<file path="src/rtl/wb_pkg.sv">
// Shared defaults and queue entry layout for the writeback arbiter.
package wb_pkg;

    localparam int unsigned WB_DW    = 16;
    localparam int unsigned WB_AW    = 3;
    localparam int unsigned WB_DEPTH = 4;

    // One pending register write; rd sits above data in the packed layout.
    typedef struct packed {
        logic [WB_AW-1:0] rd;
        logic [WB_DW-1:0] data;
    } wb_entry_t;

    // Build an entry from its fields.
    function automatic wb_entry_t wb_entry(input logic [WB_AW-1:0] rd,
                                           input logic [WB_DW-1:0] data);
        wb_entry_t e;
        e.rd   = rd;
        e.data = data;
        return e;
    endfunction

endpackage

</file>
<file path="src/rtl/wb_fifo.sv">
// Circular buffer with two ordered write ports and one read port.
// din0 is always placed ahead of din1; din1 alone takes the next free slot.
module wb_fifo
    import wb_pkg::*;
#(
    parameter int unsigned W     = WB_AW + WB_DW,
    parameter int unsigned DEPTH = WB_DEPTH
) (
    input  logic                     clk,
    input  logic                     rst,
    input  logic                     push0,
    input  logic                     push1,
    input  logic [W-1:0]             din0,
    input  logic [W-1:0]             din1,
    input  logic                     pop,
    output logic [W-1:0]             head,
    output logic [$clog2(DEPTH):0]   count
);

    localparam int unsigned PW = $clog2(DEPTH);
    localparam int unsigned CW = PW + 1;

    logic [W-1:0]  mem [DEPTH];
    logic [PW-1:0] wptr_q;
    logic [PW-1:0] rptr_q;
    logic [CW-1:0] count_q;
    logic [PW-1:0] widx1;
    logic [1:0]    nwr;

    // Lane 1 lands behind lane 0 only when lane 0 also pushes.
    always_comb begin
        widx1 = push0 ? wptr_q + PW'(1) : wptr_q;
        nwr   = {1'b0, push0} + {1'b0, push1};
    end

    // Storage: no reset needed, validity is tracked by count_q.
    always_ff @(posedge clk) begin
        if (push0) mem[wptr_q] <= din0;
        if (push1) mem[widx1]  <= din1;
    end

    // Pointers wrap naturally modulo DEPTH (power of two).
    always_ff @(posedge clk) begin
        if (rst) begin
            wptr_q  <= '0;
            rptr_q  <= '0;
            count_q <= '0;
        end else begin
            wptr_q  <= wptr_q + PW'(nwr);
            rptr_q  <= rptr_q + PW'(pop);
            count_q <= count_q + CW'(nwr) - CW'(pop);
        end
    end

    assign head  = mem[rptr_q];
    assign count = count_q;

endmodule

</file>
<file path="src/rtl/wb_arbiter.sv">
// Two-lane writeback arbiter: queues lane results in program order and
// retires at most one register-file write per cycle.
module wb_arbiter
    import wb_pkg::*;
#(
    parameter int unsigned DW    = WB_DW,
    parameter int unsigned AW    = WB_AW,
    parameter int unsigned DEPTH = WB_DEPTH
) (
    input  logic                     clk,
    input  logic                     rst,
    input  logic                     l0_iswb,
    input  logic                     l0_isld,
    input  logic [AW-1:0]            l0_rd,
    input  logic [DW-1:0]            l0_aluresult,
    input  logic [DW-1:0]            l0_ldresult,
    input  logic                     l1_iswb,
    input  logic                     l1_isld,
    input  logic [AW-1:0]            l1_rd,
    input  logic [DW-1:0]            l1_aluresult,
    input  logic [DW-1:0]            l1_ldresult,
    output logic                     in_ready,
    output logic                     rf_we,
    output logic [AW-1:0]            rf_waddr,
    output logic [DW-1:0]            rf_wdata,
    output logic [$clog2(DEPTH):0]   occupancy
);

    localparam int unsigned CW = $clog2(DEPTH) + 1;
    localparam int unsigned EW = AW + DW;

    logic          acc0;
    logic          acc1;
    logic          pop;
    logic [EW-1:0] ent0;
    logic [EW-1:0] ent1;
    logic [EW-1:0] head;
    logic [CW-1:0] count;

    logic          rf_we_q;
    logic [AW-1:0] rf_waddr_q;
    logic [DW-1:0] rf_wdata_q;

    // Ready depends only on registered occupancy: room for two is required
    // because both lanes may push in the same cycle.
    always_comb begin
        in_ready = (count <= CW'(DEPTH - 2));
        acc0     = l0_iswb & in_ready;
        acc1     = l1_iswb & in_ready;
        ent0     = {l0_rd, (l0_isld ? l0_ldresult : l0_aluresult)};
        ent1     = {l1_rd, (l1_isld ? l1_ldresult : l1_aluresult)};
        pop      = (count != '0);
    end

    wb_fifo #(
        .W     (EW),
        .DEPTH (DEPTH)
    ) u_fifo (
        .clk   (clk),
        .rst   (rst),
        .push0 (acc0),
        .push1 (acc1),
        .din0  (ent0),
        .din1  (ent1),
        .pop   (pop),
        .head  (head),
        .count (count)
    );

    // Register-file write port; address/data hold when nothing retires.
    always_ff @(posedge clk) begin
        if (rst) begin
            rf_we_q    <= 1'b0;
            rf_waddr_q <= '0;
            rf_wdata_q <= '0;
        end else begin
            rf_we_q <= pop;
            if (pop) begin
                rf_waddr_q <= head[EW-1:DW];
                rf_wdata_q <= head[DW-1:0];
            end
        end
    end

    assign rf_we     = rf_we_q;
    assign rf_waddr  = rf_waddr_q;
    assign rf_wdata  = rf_wdata_q;
    assign occupancy = count;

endmodule

</file>
<file path="config.mk">
export PLATFORM = sky130hd
export DESIGN_NAME = wb_arbiter
export DESIGN_NICKNAME = d
export VERILOG_FILES = /design/src/rtl/wb_pkg.sv /design/src/rtl/wb_fifo.sv /design/src/rtl/wb_arbiter.sv
export SDC_FILE = /design/constraint.sdc
export NUM_CORES = 1
export LEC_CHECK = 0
export BUFFER_PORTS_ARGS = -buffer_cell sky130_fd_sc_hd__buf_2
export CAP_MARGIN = 0
export CELL_PAD_IN_SITES_DETAIL_PLACEMENT = 0
export CELL_PAD_IN_SITES_GLOBAL_PLACEMENT = 1
export CORE_MARGIN = 2
export CORE_UTILIZATION = 48
export DETAILED_ROUTE_END_ITERATION = 16
export PLACE_DENSITY = 0.89
export RECOVER_POWER = 100
export SYNTH_ARGS = -nofsm -noshare
export SYNTH_HDL_FRONTEND = slang
export SYNTH_SLANG_ARGS = --single-unit
</file>
<file path="constraint.sdc">
create_clock -name clk -period 3.4 [get_ports clk]
set_input_delay 0.68 -clock clk [delete_from_list [all_inputs] [get_ports clk]]
set_output_delay 0.68 -clock clk [all_outputs]
set_load 0.02 [all_outputs]
</file>
==> results of run 1 <==
## kinds of logic (layout without fill, tap and decap cells)
kind of cell / after synthesis / count (layout) / share of synthesized area [%]
xor+xnor: 6 / 6 / 1.04
compound gates: 25 / 25 / 2.71
fa+ha+maj: 11 / 11 / 2.86
flops: 103 / 103 / 55.6
mux: 127 / 127 / 30.0
simple gates: 58 / 58 / 4.71
buf+inv: 35 / 137 / 3.03
## synth_stat cells (4+ instances only)
master and instances:
mux2i_1 96, mux4_2 19, dfxtp_1 27, a21o_1 4
xnor2_1 4, nand2_1 42, mux2_1 12, edfxtp_1 76
inv_1 10, nor2b_1 4, nor2_1 5, clkbuf_1 12
buf_2 9, a21oi_1 20, ha_1 10
## path summary, 6_finish.rpt
kind	to	slack, ns	start	depth (start not counted)
setup / recovery	u_fifo.mem[1][3]	0.57	u_fifo.wptr_q[0]	7
hold / removal	rf_wdata[12]	0.45	rf_wdata[12]	2
hold reg to reg	rf_wdata[12]	0.45	rf_wdata[12]	2
setup reg to reg	u_fifo.mem[1][3]	0.57	u_fifo.wptr_q[0]	7
## sequential cells by signal (all words and copies together) (netlist names)
register and count:
rf_waddr 3, rf_wdata 16, u_fifo.count 3, rf_we 1, u_fifo.rptr_q 2, u_fifo.mem 76, u_fifo.wptr_q 2
## layout by cell type, fill, tap and decap left out, types with 2 or more instances in the layout
cell,Yosys,final
edfxtp_1,76,76
a21oi_1,20,20
inv_1,10,11
nor2b_1,4,4
clkbuf_1,12,28
mux2_1,12,12
buf_4,3,6
ha_1,10,10
xnor2_1,4,4
nor3_1,2,2
nand3_1,3,3
a21o_1,4,4
mux4_2,19,19
xor2_1,2,2
dfxtp_1,27,27
nor2_1,5,5
buf_2,9,75
nand2_1,42,42
clkbuf_2,0,2
mux2i_1,96,96
clkbuf_16,0,2
clkbuf_8,0,10
## metal layers
metal,global-route usage [%],vias to the layer above
met5,0,-
met4,6.86,0
met3,2.61,9
met2,35.3,100
met1,25.4,1565
li1,-,1545
## layout make-up
| class | count | area, um2 |
|---|---|---|
| tap | 136 | 170 |
| clock inverter | 3 | 43.8 |
| timing repair buffer | 110 | 532 |
| multi-input combinational | 227 | 2100 |
| clock buffer | 13 | 191 |
| inverter | 11 | 41.3 |
| fill | 880 | 4380 |
| sequential | 103 | 2820 |
## where the power goes
part	switching [W]	leakage, nW	internal (W)
Clock	0.000406	0.120	0.000452
Combinational	0.00113	1.36	0.000774
Sequential	0.000195	0.926	0.00188
Total	0.00174	2.41	0.00310
## stage by stage
step | instance area [um2] | setup WS (ns) | hold WS, ns
6_report | 5900 | 0.570 | 0.452
3_5_place_dp | 5720 | 0.826 | 0.445
2_1_floorplan | 5070 | 0.963 | 0.530
4_1_cts | 5960 | 0.808 | 0.455
3_3_place_gp | 5720 | 0.921 | 0.437
5_1_grt | 5900 | 0.378 | 0.481
## worst max-delay path, cell delays in order (launching register included)
cell and delay (ns):
dfxtp_1 0.45, inv_1 0.11, ha_1 0.31, nand3_1 0.16, nand4_1 0.10, buf_4 0.27
nand2_1 0.10, clkbuf_1 0.92
==> metrics.yaml, run 1 <==
timing:
  finalSetupViolations: 0
  clock.fmax_mhz: 353
  skew_ns: 0.0134
  min_period_ns: 2.83
  rsz0062_at_grt: "false"
  setup_tns_ns: 0
  report.final.slew_viol_count: 0
  fin_crit_sh_pct: 83.2
  hold_viol_final: 0
  worstMarginPinSlew_ns: 1.26
  relSlewSlack_pct: 16.2
routing:
  highest_layer: "met4"
  drt_pass1_iterations: 4
  postRouteAntennaNets: 0
  drcViolationCount: 0
  route.met2.wl_um: 5530
  route.met3.wl_um: 600
  routedLengthMet1_um: 4500
  wl_um: 10700
  wl_per_cell_um: 17.8
  drt_iter0_drc: 120
  dr_total_vias: 3219
  drt-vias-per-instance: 5.34
synthesis:
  yosys.area.top_type_share_pct: 45.0
  synthCells: 365
  synth-seq-cells: 103
  synth_area_um2: 5070
  synth_nets: 452
  yosys-top-cells-area: "edfxtp_1 (45%), mux2i_1 (19%), dfxtp_1 (11%)"
  synth-edff-count: 76
  yosys.area.top_type: "edfxtp_1"
  async_reset_ff_share_pct: 0
  yosysWarnings: 0
  yosysSeqAreaShare_pct: 55.6
  avgSynthCellArea_um2: 13.9
  synth_cell_type_count: 24
  synthFlopType: "edfxtp_1"
floorplanning:
  initial_utilization_pct: 49.4
  die_area_um2: 11400
  die-height_um: 107
  coreArea_um2: 10300
  die_x_um: 107
  rows: 37
  pin_count: 100
cts:
  cts_tree: "yes"
  max-clock-path-buffers: 2
  clkLatencyLatePin_ns: 0.36
  cts_hold_buf: 0
  htreeDepth: 3
  cts.sinks: 103
  post_cts_buffers: 0
  cts_buffers: 9
  path_clk_slew_ns: 0.09
  root_buffer: "clkbuf_8"
  cts_resized: 0
global_routing:
  grt_max_degree: 28
  grt_pass1_vias: 3527
  grt_pass1_wl_um: 17400
  grt_usage_pct: 20.0
  grt_overflow: 0
  antenna_found_initial: 0
layout:
  nets: 549
  area_growth_pct: 16.2
  antennaDiodeCount: 0
  drive_gt1_share_pct: 25.1
  layout.cells.non_filler: 603
  final_util_pct: 57.4
flow_run:
  cap_viol_max_count: 0
critical_path:
  cp_data_arrival_time_ns: 2.80
  crit_path_max_fanout: 20
  cp-end-kind: "register"
  critPathLaunchType: "register"
  criticalPathCategory: "reg -> reg"
  crit_required_ns: 3.37
pwr:
  power_w: 0.00484
  p_leak_nw: 2.41
  power_per_cell_area_nw_per_um2: 820
  max-vdd-ir-drop_mv: 0.358
placed_design:
  hpwl_um: 7360
  place_congestion: 0.765
  dp_cells: 587
  io_buffers: 99
worst_hold_path:
  hold_path_class: "reg -> reg"
status:
  outcome: "finished, final reports clean"
Power figures use the tool's default switching activity.
==> inputs of run 2 (changes only) <==
CORE_UTILIZATION = 45   (was 48)
PLACE_DENSITY = 0.84   (was 0.89)
clock period = 2.7 ns   (was 3.4 ns; I/O delays follow)
==> run 2 against run 1 <==
Sequential cell count stayed put. Register-to-register slack worse by 0.30 ns. Sequential power up 25%. First-iteration DRC count grew 61%. Cell area grew 1.8%. Non-clock buffer count rose by 3. Power increased by 32%. Final cell count grew 1.2%. Combinational power up 30%. Sequential share of layout area fell by 0.86 points. Highest routed layer unchanged.
==> metrics.yaml, run 2 (synthesis results as in run 1) <==
cts:
  clkLatencyLatePin_ns: 0.33  # was 0.36 ns
  cts.sinks: 103  # unchanged
  cts_tree: "yes"  # unchanged
  root_buffer: "clkbuf_16"  # was clkbuf_8
  cts_resized: 0  # unchanged
  cts_hold_buf: 0  # unchanged
  htreeDepth: 3  # unchanged
  path_clk_slew_ns: 0.07  # was 0.09 ns
  post_cts_buffers: 0  # unchanged
  max-clock-path-buffers: 2  # unchanged
  cts_buffers: 9  # unchanged
floorplanning:
  initial_utilization_pct: 46.4  # was 49.4%
  coreArea_um2: 10900  # was 10300 um2
  rows: 38  # was 37
  pin_count: 100  # unchanged
  die_area_um2: 12100  # was 11400 um2
  die-height_um: 110  # was 107 um
  die_x_um: 110  # was 107 um
global_routing:
  met2_usage_pct: 30.7  # was 35.3%
  grt_usage_pct: 19.3  # was 20.0%
  grt_max_degree: 28  # unchanged
  grtUsageMet3_pct: 2.18  # was 2.61%
  use_met1_pct: 28.1  # was 25.4%
  grt_overflow: 0  # unchanged
  grt_pass1_vias: 3239  # was 3527
  grt_pass1_wl_um: 17400  # about the same
  antenna_found_initial: 0  # unchanged
  top_usage_layer: "met2"  # unchanged
routing:
  drt_pass1_iterations: 4  # unchanged
  drt-vias-per-instance: 5.39  # was 5.34
  wl_um: 11200  # was 10700 um
  dr_total_vias: 3289  # was 3219
  wl_per_cell_um: 18.3  # was 17.8 um
  postRouteAntennaNets: 0  # unchanged
  drcViolationCount: 0  # unchanged
  drt_iter0_drc: 193  # was 120
critical_path:
  critPathLaunchType: "register"  # unchanged
  crit_required_ns: 2.90  # was 3.37 ns
  cp_data_arrival_time_ns: 2.64  # was 2.80 ns
  criticalPathCategory: "reg -> reg"  # unchanged
  cp-end-kind: "register"  # unchanged
  crit_path_max_fanout: 5  # was 20
layout:
  fill_cells: 963  # was 880
  antennaDiodeCount: 0  # unchanged
  seq_area_um2: 2820  # unchanged
  largest_reg_flops: 76  # unchanged
  final_common_cell: "mux2i_1"  # unchanged
  drive_gt1_share_pct: 25.7  # was 25.1%
  nets: 552  # was 549
  multi_input_area_um2: 2100  # about the same
  area_growth_pct: 18.4  # was 16.2%
  regMostFlops: "u_fifo.mem"  # unchanged
  layout_common_cells: "mux2i_1 (96), edfxtp_1 (76), buf_2 (75)"  # unchanged
placed_design:
  place_congestion: 0.861  # was 0.765
  hpwl_um: 7440  # was 7360 um
  io_buffers: 99  # unchanged
flow_run:
  cap_viol_max_count: 0  # unchanged
timing:
  setup_tns_ns: 0  # unchanged
  min_period_ns: 2.43  # was 2.83 ns
  hold_viol_final: 0  # unchanged
  finalSetupViolations: 0  # unchanged
  clock.fmax_mhz: 411  # was 353 MHz
  rsz0062_at_grt: "false"  # unchanged
  fin_crit_sh_pct: 90.1  # was 83.2%
  report.final.slew_viol_count: 0  # unchanged
  relSlewSlack_pct: 40.1  # was 16.2%
  skew_ns: 0.00747  # was 0.0134 ns
  worstMarginPinSlew_ns: 0.898  # was 1.26 ns
pwr:
  p_leak_nw: 2.45  # was 2.41 nW
  power_per_cell_area_nw_per_um2: 1070  # was 820 nW/um2
  power_w: 0.00641  # was 0.00484 W
  max-vdd-ir-drop_mv: 0.564  # was 0.358 mV
status:
  outcome: "finished, final reports clean"  # unchanged
worst_hold_path:
  hold_path_class: "reg -> reg"  # unchanged
-- run 2: area by class of cell --
cell class / instances / area share, %
well taps: 140 / 2.92
flip-flops and latches: 103 / 47.0
multi-input cells: 227 / 35.0
clock buffers: 14 / 4.58
repair buffers: 113 / 9.21
clock inverters: 2 / 0.625
inverters: 11 / 0.687
-- run 2: path summary, 6_finish.rpt --
check	cells after the start	startpoint	end	slack [ns]
hold reg to reg	2	rf_waddr[0]	rf_waddr[0]	0.45
setup reg to reg	11	u_fifo.count[1]	u_fifo.count[2]	0.27
setup / recovery	11	u_fifo.count[1]	u_fifo.count[2]	0.27
hold / removal	2	rf_waddr[0]	rf_waddr[0]	0.45
-- run 2: report_power, final --
part,switching [W],internal (W),total (W)
Combinational,0.00149,0.000995,0.00248
Sequential,0.000222,0.00236,0.00259
Clock,0.000538,0.000802,0.00134
Total,0.00225,0.00416,0.00641
-- run 2: through the flow --
step / setup slack [ns] / hold slack [ns] / instances / area, um2 / util, %
6_report: 0.267 / 0.452 / 610 / 6010 / 54.9
5_1_grt: 0.107 / 0.482 / 610 / 6010 / 54.9
4_1_cts: 0.316 / 0.454 / 610 / 6080 / 55.6
3_5_place_dp: 0.304 / 0.446 / 594 / 5760 / 52.7
3_3_place_gp: 0.369 / 0.437 / 594 / 5760 / 52.7
2_1_floorplan: 0.263 / 0.530 / 365 / 5070 / -
-- run 2: worst max-delay path: stages, from the launching register on --
cell and delay, ns:
dfxtp_1 0.33, a21o_1 0.22, inv_2 0.10, and2_0 0.27, ha_1 0.19, inv_1 0.06, ha_1 0.27, inv_1 0.05
fa_1 0.43, xor2_1 0.19, xnor2_1 0.14, nor2_1 0.06
-- run 2: routing by layer --
layer | vias up | share of wire, %
met2 | 87 | 47
met4 | 0 | 0.60
met5 | - | 0
met3 | 6 | 4.6
met1 | 1632 | 48
li1 | 1564 | -
==> inputs of run 3 (changes only) <==
--- a/config.mk
+++ b/config.mk
@@ -18,2 +18,3 @@
 export SYNTH_HDL_FRONTEND = slang
 export SYNTH_SLANG_ARGS = --single-unit
+export TNS_END_PERCENT = 20
==> constraint.sdc (replaced) <==
create_clock -name clk -period 2.7 [get_ports clk]
set_input_delay 0.135 -clock clk [delete_from_list [all_inputs] [get_ports clk]]
set_output_delay 0.135 -clock clk [all_outputs]
set_load 0.02 [all_outputs]
==> run 3 against run 2 <==
Critical path depth fell by 5. Cell area fell by 0.31%. Global-route usage rose by 0.26 points. Final cell count rose by 0.16%. First-iteration DRC count rose by 4.1%. Register-to-register slack got worse by 0.07 ns. Clock power barely moved. Clock skew fell by 0.0021 ns. Critical path type unchanged. Critical endpoint is now u_fifo.mem[3][17]. Largest power group unchanged.
==> metrics.yaml, run 3 (synthesis results as in run 1) <==
routing:
  wl_per_cell_um: 18.2  # was 18.3 um
  postRouteAntennaNets: 0  # unchanged
  drt-vias-per-instance: 5.33  # was 5.39
  drcViolationCount: 0  # unchanged
  drt_iter0_drc: 201  # was 193
  drt_pass1_iterations: 4  # unchanged
  wl_um: 11100  # was 11200 um
  dr_total_vias: 3259  # was 3289
timing:
  fin_crit_sh_pct: 92.8  # was 90.1%
  clock.fmax_mhz: 399  # was 411 MHz
  finalSetupViolations: 0  # unchanged
  min_period_ns: 2.51  # was 2.43 ns
  report.final.slew_viol_count: 0  # unchanged
  relSlewSlack_pct: 44.4  # was 40.1%
  skew_ns: 0.00539  # was 0.00747 ns
  setup_tns_ns: 0  # unchanged
  rsz0062_at_grt: "false"  # unchanged
  hold_viol_final: 0  # unchanged
  worstMarginPinSlew_ns: 0.834  # was 0.898 ns
critical_path:
  crit_path_max_fanout: 19  # was 5
  cp_data_arrival_time_ns: 2.60  # was 2.64 ns
  crit_required_ns: 2.79  # was 2.90 ns
  criticalPathCategory: "reg -> reg"  # unchanged
  cp-end-kind: "register"  # unchanged
  critPathLaunchType: "register"  # unchanged
layout:
  layout_common_cells: "mux2i_1 (96), edfxtp_1 (76), buf_2 (75)"  # unchanged
  seq_area_um2: 2820  # unchanged
  multi_input_area_um2: 2100  # unchanged
  final_util_pct: 54.8  # was 54.9%
  largest_reg_flops: 76  # unchanged
  nets: 553  # was 552
  antennaDiodeCount: 0  # unchanged
  fill_cells: 950  # was 963
  final_common_cell: "mux2i_1"  # unchanged
  area_growth_pct: 18.0  # was 18.4%
  regMostFlops: "u_fifo.mem"  # unchanged
  drive_gt1_share_pct: 25.3  # was 25.7%
cts:
  max-clock-path-buffers: 2  # unchanged
  clkLatencyLatePin_ns: 0.34  # was 0.33 ns
  cts_resized: 0  # unchanged
  htreeDepth: 3  # unchanged
  cts_tree: "yes"  # unchanged
  cts.sinks: 103  # unchanged
  post_cts_buffers: 0  # unchanged
  root_buffer: "clkbuf_16"  # unchanged
  path_clk_slew_ns: 0.07  # about the same
  cts_hold_buf: 0  # unchanged
  cts_buffers: 9  # unchanged
floorplanning:
  die_area_um2: 12100  # unchanged
  die-height_um: 110  # unchanged
  coreArea_um2: 10900  # unchanged
  rows: 38  # unchanged
  pin_count: 100  # unchanged
  die_x_um: 110  # unchanged
  initial_utilization_pct: 46.4  # unchanged
placed_design:
  io_buffers: 99  # unchanged
  place_congestion: 0.810  # was 0.861
  hpwl_um: 7400  # was 7440 um
global_routing:
  grt_max_degree: 28  # unchanged
  grt_usage_pct: 19.5  # was 19.3%
  antenna_found_initial: 0  # unchanged
  grt_overflow: 0  # unchanged
  grt_pass1_wl_um: 17400  # about the same
  grt_pass1_vias: 3289  # was 3239
pwr:
  max-vdd-ir-drop_mv: 0.600  # was 0.564 mV
  power_per_cell_area_nw_per_um2: 1060  # was 1070 nW/um2
  p_leak_nw: 2.44  # was 2.45 nW
worst_hold_path:
  hold_path_class: "in -> reg"  # was reg -> reg
status:
  outcome: "finished, final reports clean"  # unchanged
flow_run:
  cap_viol_max_count: 0  # unchanged
==> run 3: through the flow <==
stage / instance area, um2 / power [W] / hold WS [ns] / setup slack (ns) / std cells
3_5_place_dp: 5760 / 0.00519 / 0.440 / 0.308 / 595
3_3_place_gp: 5760 / 0.00511 / 0.436 / 0.398 / 595
2_1_floorplan: 5070 / 0.00435 / 0.336 / 0.263 / 365
6_report: 5990 / 0.00636 / 0.128 / 0.194 / 611
4_1_cts: 6060 / 0.00651 / 0.120 / 0.288 / 611
5_1_grt: 5990 / 0.00676 / 0.136 / 0.0744 / 611
==> run 3: final cells by class <==
| type | count | share of cell area [%] |
|---|---|---|
| clock buffer | 9 | 3.76 |
| clock inverter | 7 | 1.32 |
| inverter | 11 | 0.690 |
| multi-input combinational | 227 | 35.1 |
| sequential | 103 | 47.1 |
| tap | 140 | 2.93 |
| timing repair buffer | 114 | 9.07 |
==> run 3: final timing paths <==
path | slack (ns) | cells past startpoint | endpoint | startpoint
min | 0.13 | 2 | u_fifo.mem[3][18] | l0_rd[2]
max | 0.19 | 6 | u_fifo.mem[3][17] | u_fifo.wptr_q[0]
min reg2reg | 0.45 | 2 | rf_wdata[15] | rf_wdata[15]
max reg2reg | 0.19 | 6 | u_fifo.mem[3][17] | u_fifo.wptr_q[0]
==> run 3: worst max-delay path, cell delays in order (launching register included) <==
cell	delay (ns)
dfxtp_1	0.44
inv_1	0.10
ha_1	0.29
nand3_1	0.15
a21oi_1	0.23
clkbuf_2	0.65
mux2_1	0.38
==> run 3: where the power goes <==
group	total (W)	internal, W	switching (W)
Sequential	0.00254	0.00236	0.000180
Clock	0.00132	0.000731	0.000592
Combinational	0.00250	0.000988	0.00151
==> run 3: layer usage <==
metal | vias to the layer above | global-route usage (%) | share of wire (%)
li1 | 1561 | - | -
met1 | 1585 | 26.2 | 45
met2 | 98 | 32.8 | 49
met3 | 15 | 2.18 | 4.7
met4 | 0 | 7.50 | 1.8
met5 | - | 0 | 0
